**src/rtl/riscv_ctrl_pkg.sv**
```systemverilog
// Shared encodings for the RV32I control path: opcodes, FSM states, mux selects.
package riscv_ctrl_pkg;

    localparam int unsigned OPC_W   = 7;
    localparam int unsigned STATE_W = 3;

    // RV32I base opcode groups
    localparam logic [6:0] OPC_OP     = 7'b0110011;
    localparam logic [6:0] OPC_OP_IMM = 7'b0010011;
    localparam logic [6:0] OPC_LOAD   = 7'b0000011;
    localparam logic [6:0] OPC_STORE  = 7'b0100011;
    localparam logic [6:0] OPC_BRANCH = 7'b1100011;
    localparam logic [6:0] OPC_JAL    = 7'b1101111;
    localparam logic [6:0] OPC_JALR   = 7'b1100111;
    localparam logic [6:0] OPC_LUI    = 7'b0110111;
    localparam logic [6:0] OPC_AUIPC  = 7'b0010111;
    localparam logic [6:0] OPC_SYSTEM = 7'b1110011;

    typedef enum logic [2:0] {
        S_IDLE   = 3'd0,
        S_FETCH  = 3'd1,
        S_DECODE = 3'd2,
        S_EXEC   = 3'd3,
        S_MEM    = 3'd4,
        S_WB     = 3'd5,
        S_TRAP   = 3'd6
    } state_t;

    typedef enum logic [3:0] {
        CL_R      = 4'd0,
        CL_IALU   = 4'd1,
        CL_LOAD   = 4'd2,
        CL_STORE  = 4'd3,
        CL_BRANCH = 4'd4,
        CL_JAL    = 4'd5,
        CL_JALR   = 4'd6,
        CL_LUI    = 4'd7,
        CL_AUIPC  = 4'd8,
        CL_NONE   = 4'd9
    } instr_class_t;

    // Immediate generator format select
    localparam logic [2:0] IMM_I     = 3'd0;
    localparam logic [2:0] IMM_ISHMT = 3'd1;
    localparam logic [2:0] IMM_S     = 3'd2;
    localparam logic [2:0] IMM_B     = 3'd3;
    localparam logic [2:0] IMM_U     = 3'd4;
    localparam logic [2:0] IMM_J     = 3'd5;

    // Next-PC select
    localparam logic [1:0] PC_PLUS4 = 2'd0;
    localparam logic [1:0] PC_IMM   = 2'd1;
    localparam logic [1:0] PC_JALR  = 2'd2;

    // Register write-back source select
    localparam logic [1:0] WB_ALU   = 2'd0;
    localparam logic [1:0] WB_MEM   = 2'd1;
    localparam logic [1:0] WB_PC4   = 2'd2;
    localparam logic [1:0] WB_IMM   = 2'd3;

    // Trap cause
    localparam logic [1:0] CAUSE_NONE    = 2'd0;
    localparam logic [1:0] CAUSE_ILLEGAL = 2'd1;
    localparam logic [1:0] CAUSE_TIMEOUT = 2'd2;

endpackage

```
**src/rtl/instr_class_dec.sv**
```systemverilog
// Combinational opcode/funct3 classifier: instruction class, immediate format, legality.
module instr_class_dec
    import riscv_ctrl_pkg::*;
(
    input  logic [6:0] i_opcode,
    input  logic [2:0] i_funct3,
    output logic [3:0] o_class,
    output logic [2:0] o_imm_sel,
    output logic       o_legal
);

    // Map each base opcode group to its class and immediate format
    always_comb begin
        o_class   = CL_NONE;
        o_imm_sel = IMM_I;
        o_legal   = 1'b1;
        case (i_opcode)
            OPC_OP:     o_class = CL_R;
            OPC_OP_IMM: begin
                o_class   = CL_IALU;
                o_imm_sel = (i_funct3 == 3'd1 || i_funct3 == 3'd5) ? IMM_ISHMT : IMM_I;
            end
            OPC_LOAD:   o_class = CL_LOAD;
            OPC_STORE:  begin o_class = CL_STORE;  o_imm_sel = IMM_S; end
            OPC_BRANCH: begin o_class = CL_BRANCH; o_imm_sel = IMM_B; end
            OPC_JAL:    begin o_class = CL_JAL;    o_imm_sel = IMM_J; end
            OPC_JALR:   o_class = CL_JALR;
            OPC_LUI:    begin o_class = CL_LUI;    o_imm_sel = IMM_U; end
            OPC_AUIPC:  begin o_class = CL_AUIPC;  o_imm_sel = IMM_U; end
            default:    o_legal = 1'b0;
        endcase
    end

endmodule

```
**src/rtl/multicycle_ctrl.sv**
```systemverilog
// Main control FSM of the multi-cycle RV32I core: sequences fetch/decode/exec/mem/wb,
// owns the memory handshake, memory-wait timeout and retired-instruction counter.
module multicycle_ctrl
    import riscv_ctrl_pkg::*;
#(
    parameter int unsigned MEM_TIMEOUT = 16,
    parameter int unsigned CNT_W       = 32
) (
    input  logic             clk,
    input  logic             rst_n,
    input  logic [6:0]       i_opcode,
    input  logic [2:0]       i_funct3,
    input  logic             i_br_taken,
    input  logic             i_mem_ready,
    output logic             o_mem_req,
    output logic             o_mem_we,
    output logic             o_mem_addr_sel,
    output logic             o_ir_we,
    output logic             o_pc_we,
    output logic [1:0]       o_pc_sel,
    output logic [2:0]       o_imm_sel,
    output logic             o_alu_src_b,
    output logic             o_alu_src_a,
    output logic             o_reg_we,
    output logic [1:0]       o_wb_sel,
    output logic             o_trap,
    output logic [1:0]       o_trap_cause,
    output logic [CNT_W-1:0] o_instret,
    output logic [2:0]       o_state
);

    localparam int unsigned WAIT_W = $clog2(MEM_TIMEOUT + 1);
    localparam logic [WAIT_W-1:0] WAIT_LAST = WAIT_W'(MEM_TIMEOUT - 1);

    state_t            r_state;
    logic [WAIT_W-1:0] r_wait_cnt;
    logic [CNT_W-1:0]  r_instret;
    logic              r_trap;
    logic [1:0]        r_trap_cause;

    logic [3:0]        w_class_raw;
    instr_class_t      w_class;
    logic [2:0]        w_dec_imm_sel;
    logic              w_legal;

    state_t            w_next;
    logic              w_retire;
    logic              w_trap_set;
    logic [1:0]        w_trap_cause_n;
    logic              w_mem_req;
    logic              w_mem_we;
    logic              w_mem_addr_sel;
    logic              w_ir_we;
    logic              w_pc_we;
    logic [1:0]        w_pc_sel;
    logic [2:0]        w_imm_sel;
    logic              w_alu_src_b;
    logic              w_alu_src_a;
    logic              w_reg_we;
    logic [1:0]        w_wb_sel;
    logic              w_wait_clr;
    logic              w_wait_last;

    instr_class_dec u_dec (
        .i_opcode  (i_opcode),
        .i_funct3  (i_funct3),
        .o_class   (w_class_raw),
        .o_imm_sel (w_dec_imm_sel),
        .o_legal   (w_legal)
    );

    assign w_class     = instr_class_t'(w_class_raw);
    assign w_wait_last = (r_wait_cnt == WAIT_LAST);

    // Next-state and strobe generation from the current state and handshake
    always_comb begin
        w_next         = r_state;
        w_retire       = 1'b0;
        w_trap_set     = 1'b0;
        w_trap_cause_n = CAUSE_NONE;
        w_mem_req      = 1'b0;
        w_mem_we       = 1'b0;
        w_mem_addr_sel = 1'b0;
        w_ir_we        = 1'b0;
        w_pc_we        = 1'b0;
        w_pc_sel       = PC_PLUS4;
        w_imm_sel      = IMM_I;
        w_alu_src_b    = 1'b0;
        w_alu_src_a    = 1'b0;
        w_reg_we       = 1'b0;
        w_wb_sel       = WB_ALU;

        // Datapath selects follow the decoded class while an instruction is in flight
        if (r_state == S_DECODE || r_state == S_EXEC || r_state == S_MEM || r_state == S_WB) begin
            w_imm_sel   = w_dec_imm_sel;
            w_alu_src_b = (w_class != CL_R) && (w_class != CL_BRANCH);
            w_alu_src_a = (w_class == CL_AUIPC);
            case (w_class)
                CL_LOAD:         w_wb_sel = WB_MEM;
                CL_JAL, CL_JALR: w_wb_sel = WB_PC4;
                CL_LUI:          w_wb_sel = WB_IMM;
                default:         w_wb_sel = WB_ALU;
            endcase
        end

        case (r_state)
            S_IDLE: w_next = S_FETCH;
            S_FETCH: begin
                w_mem_req = 1'b1;
                if (i_mem_ready) begin
                    w_ir_we = 1'b1;
                    w_next  = S_DECODE;
                end else if (w_wait_last) begin
                    w_next         = S_TRAP;
                    w_trap_set     = 1'b1;
                    w_trap_cause_n = CAUSE_TIMEOUT;
                end
            end
            S_DECODE: begin
                if (w_legal) begin
                    w_next = S_EXEC;
                end else begin
                    w_next         = S_TRAP;
                    w_trap_set     = 1'b1;
                    w_trap_cause_n = CAUSE_ILLEGAL;
                end
            end
            S_EXEC: begin
                case (w_class)
                    CL_BRANCH: begin
                        w_pc_we  = 1'b1;
                        w_pc_sel = i_br_taken ? PC_IMM : PC_PLUS4;
                        w_retire = 1'b1;
                        w_next   = S_FETCH;
                    end
                    CL_LOAD, CL_STORE: w_next = S_MEM;
                    default:           w_next = S_WB;
                endcase
            end
            S_MEM: begin
                w_mem_req      = 1'b1;
                w_mem_addr_sel = 1'b1;
                w_mem_we       = (w_class == CL_STORE);
                if (i_mem_ready) begin
                    if (w_class == CL_STORE) begin
                        w_pc_we  = 1'b1;
                        w_retire = 1'b1;
                        w_next   = S_FETCH;
                    end else begin
                        w_next = S_WB;
                    end
                end else if (w_wait_last) begin
                    w_next         = S_TRAP;
                    w_trap_set     = 1'b1;
                    w_trap_cause_n = CAUSE_TIMEOUT;
                end
            end
            S_WB: begin
                w_reg_we = 1'b1;
                w_pc_we  = 1'b1;
                w_retire = 1'b1;
                w_next   = S_FETCH;
                case (w_class)
                    CL_JAL:  w_pc_sel = PC_IMM;
                    CL_JALR: w_pc_sel = PC_JALR;
                    default: w_pc_sel = PC_PLUS4;
                endcase
            end
            S_TRAP:  w_next = S_TRAP;
            default: w_next = S_IDLE;
        endcase
    end

    // Wait counter restarts whenever a new memory phase begins
    assign w_wait_clr = (w_next != r_state) && (w_next == S_FETCH || w_next == S_MEM);

    // State, wait counter, retire counter and sticky trap registers
    always_ff @(posedge clk or negedge rst_n) begin
        if (!rst_n) begin
            r_state      <= S_IDLE;
            r_wait_cnt   <= '0;
            r_instret    <= '0;
            r_trap       <= 1'b0;
            r_trap_cause <= CAUSE_NONE;
        end else begin
            r_state <= w_next;
            if (w_wait_clr) begin
                r_wait_cnt <= '0;
            end else if (w_mem_req && !i_mem_ready) begin
                r_wait_cnt <= r_wait_cnt + WAIT_W'(1);
            end
            if (w_retire) begin
                r_instret <= r_instret + CNT_W'(1);
            end
            if (w_trap_set) begin
                r_trap       <= 1'b1;
                r_trap_cause <= w_trap_cause_n;
            end
        end
    end

    assign o_mem_req      = w_mem_req;
    assign o_mem_we       = w_mem_we;
    assign o_mem_addr_sel = w_mem_addr_sel;
    assign o_ir_we        = w_ir_we;
    assign o_pc_we        = w_pc_we;
    assign o_pc_sel       = w_pc_sel;
    assign o_imm_sel      = w_imm_sel;
    assign o_alu_src_b    = w_alu_src_b;
    assign o_alu_src_a    = w_alu_src_a;
    assign o_reg_we       = w_reg_we;
    assign o_wb_sel       = w_wb_sel;
    assign o_trap         = r_trap;
    assign o_trap_cause   = r_trap_cause;
    assign o_instret      = r_instret;
    assign o_state        = r_state;

endmodule

```
**config.mk**
```make
export PLATFORM = sky130hd
export DESIGN_NAME = multicycle_ctrl
export DESIGN_NICKNAME = d
export VERILOG_FILES = /design/src/rtl/riscv_ctrl_pkg.sv /design/src/rtl/instr_class_dec.sv /design/src/rtl/multicycle_ctrl.sv
export SDC_FILE = /design/constraint.sdc
export NUM_CORES = 1
export LEC_CHECK = 0
export ABC_AREA = 1
export BUFFER_PORTS_ARGS = -buffer_cell sky130_fd_sc_hd__buf_2
export CORE_MARGIN = 1
export CORE_UTILIZATION = 45
export CTS_CLUSTER_DIAMETER = 40
export DETAILED_ROUTE_END_ITERATION = 10
export PLACE_DENSITY = 0.68
export SLEW_MARGIN = 20
export SYNTH_ARGS = -nofsm -noshare
export SYNTH_HDL_FRONTEND = slang
export SYNTH_HIERARCHICAL = 1
export SYNTH_SLANG_ARGS = --single-unit
```
**constraint.sdc**
```tcl
create_clock -name clk -period 3.9 [get_ports clk]
set_clock_uncertainty 0.1 [all_clocks]
set_input_delay 0.975 -clock clk [delete_from_list [all_inputs] [get_ports clk]]
set_output_delay 0.975 -clock clk [all_outputs]
set_load 0.03 [all_outputs]
```
## Yosys cells after proc, flatten, opt, wreduce, memory -nomap -nowiden

Index checks and enable logic that the tools add are counted.

- $add $sub $neg: 2
- $mul: 0
- Divide/modulo/power cells: 0
- $lt $le $gt $ge: 0
- Equal/unequal tests: 29
- Shift-type cells: 0
- Muxes and demuxes: 40
- Bitwise operators: 0
- Reductions and logical operators: 18

Operators with widths:

| kind | count |
|---|---|
| one-hot mux 4 bit (9 select lines) | 1 |
| adder 32 x 1 -> 32 bit (second input constant) | 1 |
| equality test 7 x 6 -> 1 bit (second input constant) | 3 |
| equality test 7 bit (second input constant) | 3 |
| two-way mux 1 bit | 19 |
| two-way mux 3 bit | 6 |
| one-hot mux 3 bit (6 select lines) | 1 |
| equality test 4 x 3 -> 1 bit (second input constant) | 4 |
| equality test 3 bit (second input constant) | 5 |
| one-hot mux 3 bit (5 select lines) | 1 |
| equality test 7 x 5 -> 1 bit (second input constant) | 2 |
| one-hot mux 2 bit (2 select lines) | 3 |
| two-way mux 5 bit | 2 |
| OR reduction 2 bit | 5 |
| equality test 3 x 1 -> 1 bit (second input constant) | 3 |
| OR reduction 9 bit | 1 |
| equality test 4 x 2 -> 1 bit (second input constant) | 2 |
| equality test 7 x 2 -> 1 bit (second input constant) | 1 |
| equality test 3 x 2 -> 1 bit (second input constant) | 2 |
| two-way mux 2 bit | 3 |
| one-hot mux 2 bit (3 select lines) | 1 |
| one-hot mux 3 bit (2 select lines) | 1 |
| adder 5 x 1 -> 5 bit (second input constant) | 1 |
| equality test 5 x 4 -> 1 bit (second input constant) | 1 |
| other kinds (11) | 17 |

- Register bits: 43
- Bits in latches: 0
- Bits in writable memories: 0
- ROM bits: 0
- Input port bits: 14
- Output and inout bits: 53
- Word-level logic and storage cells: 94
- Memories kept: 0

## Depth between registers and ports, before layout

- Word-level depth: 10
- Depth in mapped cells: 18

## Modules after synthesis

Netlist, hierarchy kept.

By module, submodules not included:

| module | times used | cells an instance | area each (sq um) | seq. area each (sq um) |
|---|---|---|---|---|
| multicycle_ctrl | 1 | 421 | 2847.7 | 1076.0 |
| instr_class_dec | 1 | 51 | 217.7 | 0.0 |

## Worst setup path after synthesis

Ideal clock, no wire load.

- Path kind: input to output
- Start: in i_opcode[0]
- End: out o_pc_we
- Arrival: 2.916 ns
- Path slack: -0.091 ns
- Cell stages on the path: 14
- Cells stage by stage: nand2_1 > nor2_1 > nand2_1 > nand3_2 > o21ai_0 > nand2_1 > inv_1 > nand2_1 > nor2_1 > nand2_1 > nand3_2 > o21ai_4 > inv_6 > buf_6

- Word-level cells in the longest chain between the ends: 6
- Elaborated cells between the ends (all ways): 16

Ends and longest elaborated chain:

| element | line | text |
|---|---|---|
| start: declaration | multicycle_ctrl.sv:11 | `input logic [6:0] i_opcode,` |
| equality test 7 x 5 -> 1 bit, or another cell as far along | instr_class_dec.sv:17 | `case (i_opcode)` |
| one-hot mux 4 bit (9 select lines) * | instr_class_dec.sv:17 |  |
| net w_class[0] | multicycle_ctrl.sv:42 | `instr_class_t w_class;` |
| equality test 4 x 2 -> 1 bit | multicycle_ctrl.sv:145 | `if (w_class == CL_STORE) begin` |
| two-way mux 1 bit | multicycle_ctrl.sv:145 |  |
| two-way mux 1 bit | multicycle_ctrl.sv:144 | `if (i_mem_ready) begin` |
| one-hot mux 1 bit (3 select lines) * | multicycle_ctrl.sv:106 | `case (r_state)` |
| end: declaration | multicycle_ctrl.sv:19 | `output logic o_pc_we,` |

Mark *: on every way through the listed nets, which the timed path passes. The rest lies on a longest branch.

## Worst setup path after layout

Same ends and word-level chain as after synthesis.

==> metrics.cfg <==
[outcome]
status=complete, but fails checks
violations=design-rule violations

[min_path]
hold_path.class=flop to flop
min_from=o_trap_cause[0]

[drt]
vias=3146
drtIter0Drc=216
drcViolationCount=4
drt_wl_total_um=7760
drt_first_pass_iters=10
drt-vias-per-instance=5.06
wire_per_inst_um=12.5
ant_nets=0

[worst_setup_path]
ff2ff_setup_slack_ns=1.91
path_class=input pin to output pin
worstPathRequired_ns=2.82
critPathMaxFanout=4
r2r_start=o_instret[1]
ff2ff_path_depth=12
startpoint_type=input pin
worstPathArrival_ns=2.61
cp-end-kind=output pin
endpoint=o_pc_we
reg2reg_to=o_instret[30]
startpoint=i_opcode[0]

[layout]
multi_input_area_um2=1740
antennaDiodeCount=0
area_growth_pct=17.0
final_net_count=562
utilization_pct=55.5
regArea_um2=1080
nFillCells=665
fin_cells=622
drive_above_1_share_pct=18.2

[power]
p_leak_uw=0.00195
p_sw_uw=869
powerDensity_nw_per_um2=495
p_comb_share_pct=47.6
vdd_ir_drop_max_uv=394
p_seq_share_pct=36.4
pwr-share-clk_pct=16.0
intPower_uw=906
switching_share_pct=49.0

[clock_tree]
h-tree-depth=2
clk_latency_ns=0.30
cts_tree=done
numCtsBuffers=5
postCtsSetupRepairBufs=0
clkSinkCount=43
postCtsHoldBufs=0
clock_tree.root_cell=clkbuf_8
clk_path_buf_depth=2
cts.reportedPaths.clkPinSlew_ns=0.09

[grt]
grt_usage_pct=23.2
grt-ovfl-total=0
use_met2_pct=38.7
gr-usage-met3_pct=4.03
antenna_found_initial=0
grt-busiest-layer=met2
grt_pass1_wl_um=13200
grt_max_degree=44
first_global_vias=2823
grt_use_met1_pct=31.5

[placement]
portBuffers=65
placed_cells=614
routabilityCongestion=0.907
dpl.hpwl_um=6030

[sta]
hold_viol_final=0
finalSetupViolations=0
slew_violations=0
clock.fmax_mhz=272
fin_crit_sh_pct=94.4
setup-tns-final_ns=0
maxSlewHeadroom_pct=62.2
tightest_slew_ns=0.567
holdWs_ns=0.405
fin_crit_ns=3.68

[logic_synthesis]
synth_seq_cells=43
synth_area_um2=3070
synth_cells=472
ys_types=29
netlist.area_leader.share_pct=35.1
synthTopCellsByArea=dfrtp_1 (35%), nand2_1 (22%), nor2_1 (7.2%)
ys_warn_count=6
syn_nets=490
seq_area_frac_synth_pct=35.1
synth_top_cell_by_area=dfrtp_1
syn_area_per_cell_um2=6.49

[floorplanning]
die_y_um=84.5
die_x_um=84.5
dieArea_um2=7150
core-area_um2=6460
rows=29
initial_core_util_pct=47.5
ios=67

[job]
cap_violations=0

[metal layers]
| layer | wire (µm) | vias to the layer above | share of wire, % |
|---|---|---|---|
| met5 | 0 | - | 0 |
| met4 | 78 | 0 | 1.0 |
| met3 | 404 | 7 | 5.2 |
| met2 | 3580 | 77 | 46 |
| met1 | 3700 | 1454 | 48 |
| li1 | - | 1608 | - |
[metrics by stage]
| stage | cell area (µm²) | total power, µW | setup slack, ns |
|---|---|---|---|
| 3_3_place_gp | 3490 | 1480 | 0.129 |
| 3_5_place_dp | 3490 | 1500 | 0.118 |
| 4_1_cts | 3570 | 1790 | 0.113 |
| 2_1_floorplan | 3070 | 1260 | 0.0232 |
| 5_1_grt | 3590 | 1910 | -0.00383 |
| 6_report | 3590 | 1770 | 0.220 |
[cells by family after synthesis]
kind of cell	Yosys count	share of synthesized area, %
AO/OA/AOI/OAI	32	5.76
XOR/XNOR	24	6.86
adder cells (fa/ha/maj)	4	1.63
buffers and inverters	64	8.82
flip-flops	43	35.1
AND/OR/NAND/NOR	305	41.8
[critical path, cell delays in order]
cell	delay, ns
buf_2	0.10
nand2_1	0.16
nor2_1	0.10
o21ai_0	0.24
nand3_1	0.16
nor2_1	0.21
nand2_1	0.09
nor2_2	0.09
nand2_1	0.07
nand3_2	0.08
o21ai_4	0.08
inv_6	0.06
buf_2	0.19
[final cells by class]
type                            count  area share (%)
Multi-Input combinational cell    365            48.4
Inverter                           59            6.31
Tap cell                           77            2.69
Clock inverter                      2           0.349
Clock buffer                        6            2.02
Timing Repair Buffer               70            10.2
Sequential cell                    43            30.0
[flip-flops by register name, indices dropped and copies added, names as in the netlist]
register and flops:
o_instret 32, o_state 3, r_wait_cnt 5, o_trap_cause 2, o_trap 1
[worst min path at each step]
| stage | slack (ns) | endpoint | depth (start not counted) |
|---|---|---|---|
| 3_5_place_dp | 0.38 | o_trap_cause[0] | 2 |
| 5_1_grt | 0.45 | o_trap | 2 |
| 4_1_cts | 0.40 | o_trap_cause[0] | 2 |
| 2_1_floorplan | 0.44 | r_wait_cnt[2] | 3 |
| 6_report | 0.40 | o_trap_cause[0] | 2 |
| 3_3_place_gp | 0.37 | o_trap_cause[0] | 2 |
[cells in the final DEF (no fill, tap or decap)]
cell type	instances
inv_6	1
nor2_2	8
xor2_1	18
nor2_1	56
nor4_2	1
inv_1	57
buf_4	6
nor3_2	1
o21ai_1	14
nand3_1	20
and3_1	1
inv_2	1
a21boi_0	1
clkbuf_1	1
nand2_2	4
nand3_2	4
o21ai_0	11
a21oi_1	3
o21ai_4	1
or2_1	1
xnor2_1	6
clkinvlp_4	1
nor2_4	1
nand4_1	6
nand2_1	183
nand3b_1	4
clkinv_2	1
clkbuf_8	5
o22ai_1	1
a31oi_1	1
nor3_1	15
dfrtp_1	43
ha_1	4
buf_2	64
[power by group through the flow]
stage | Combinational [µW] | Clock, µW | Sequential, µW
after floorplan | 474 | 0 | 787
after CTS | 848 | 296 | 645
final | 845 | 283 | 645
after detailed placement | 845 | 0 | 653
after global routing | 937 | 310 | 660
after global placement | 830 | 0 | 648
[Yosys cell counts]
cell type / count
a21boi_0: 1
inv_1: 57
inv_2: 1
inv_6: 1
o21ai_0: 13
buf_2: 2
o21ai_4: 1
dfrtp_1: 43
or2_1: 1
nand2_1: 183
and3_1: 1
nand3b_1: 4
xor2_1: 18
nand2_2: 4
buf_6: 3
a31oi_1: 1
nand3_1: 20
o22ai_1: 1
a21oi_1: 3
ha_1: 4
nand3_2: 4
nor3_2: 1
nor4_1: 1
xnor2_1: 6
nor3_1: 15
nand4_1: 6
o21ai_1: 12
nor2_2: 6
nor2_1: 59
[what timing repair did]
item	CTS	global route
setup endpoints to repair	0	5
resized for setup	0	5
hold endpoints to repair	0	0
(Power assumes the default switching activity.)
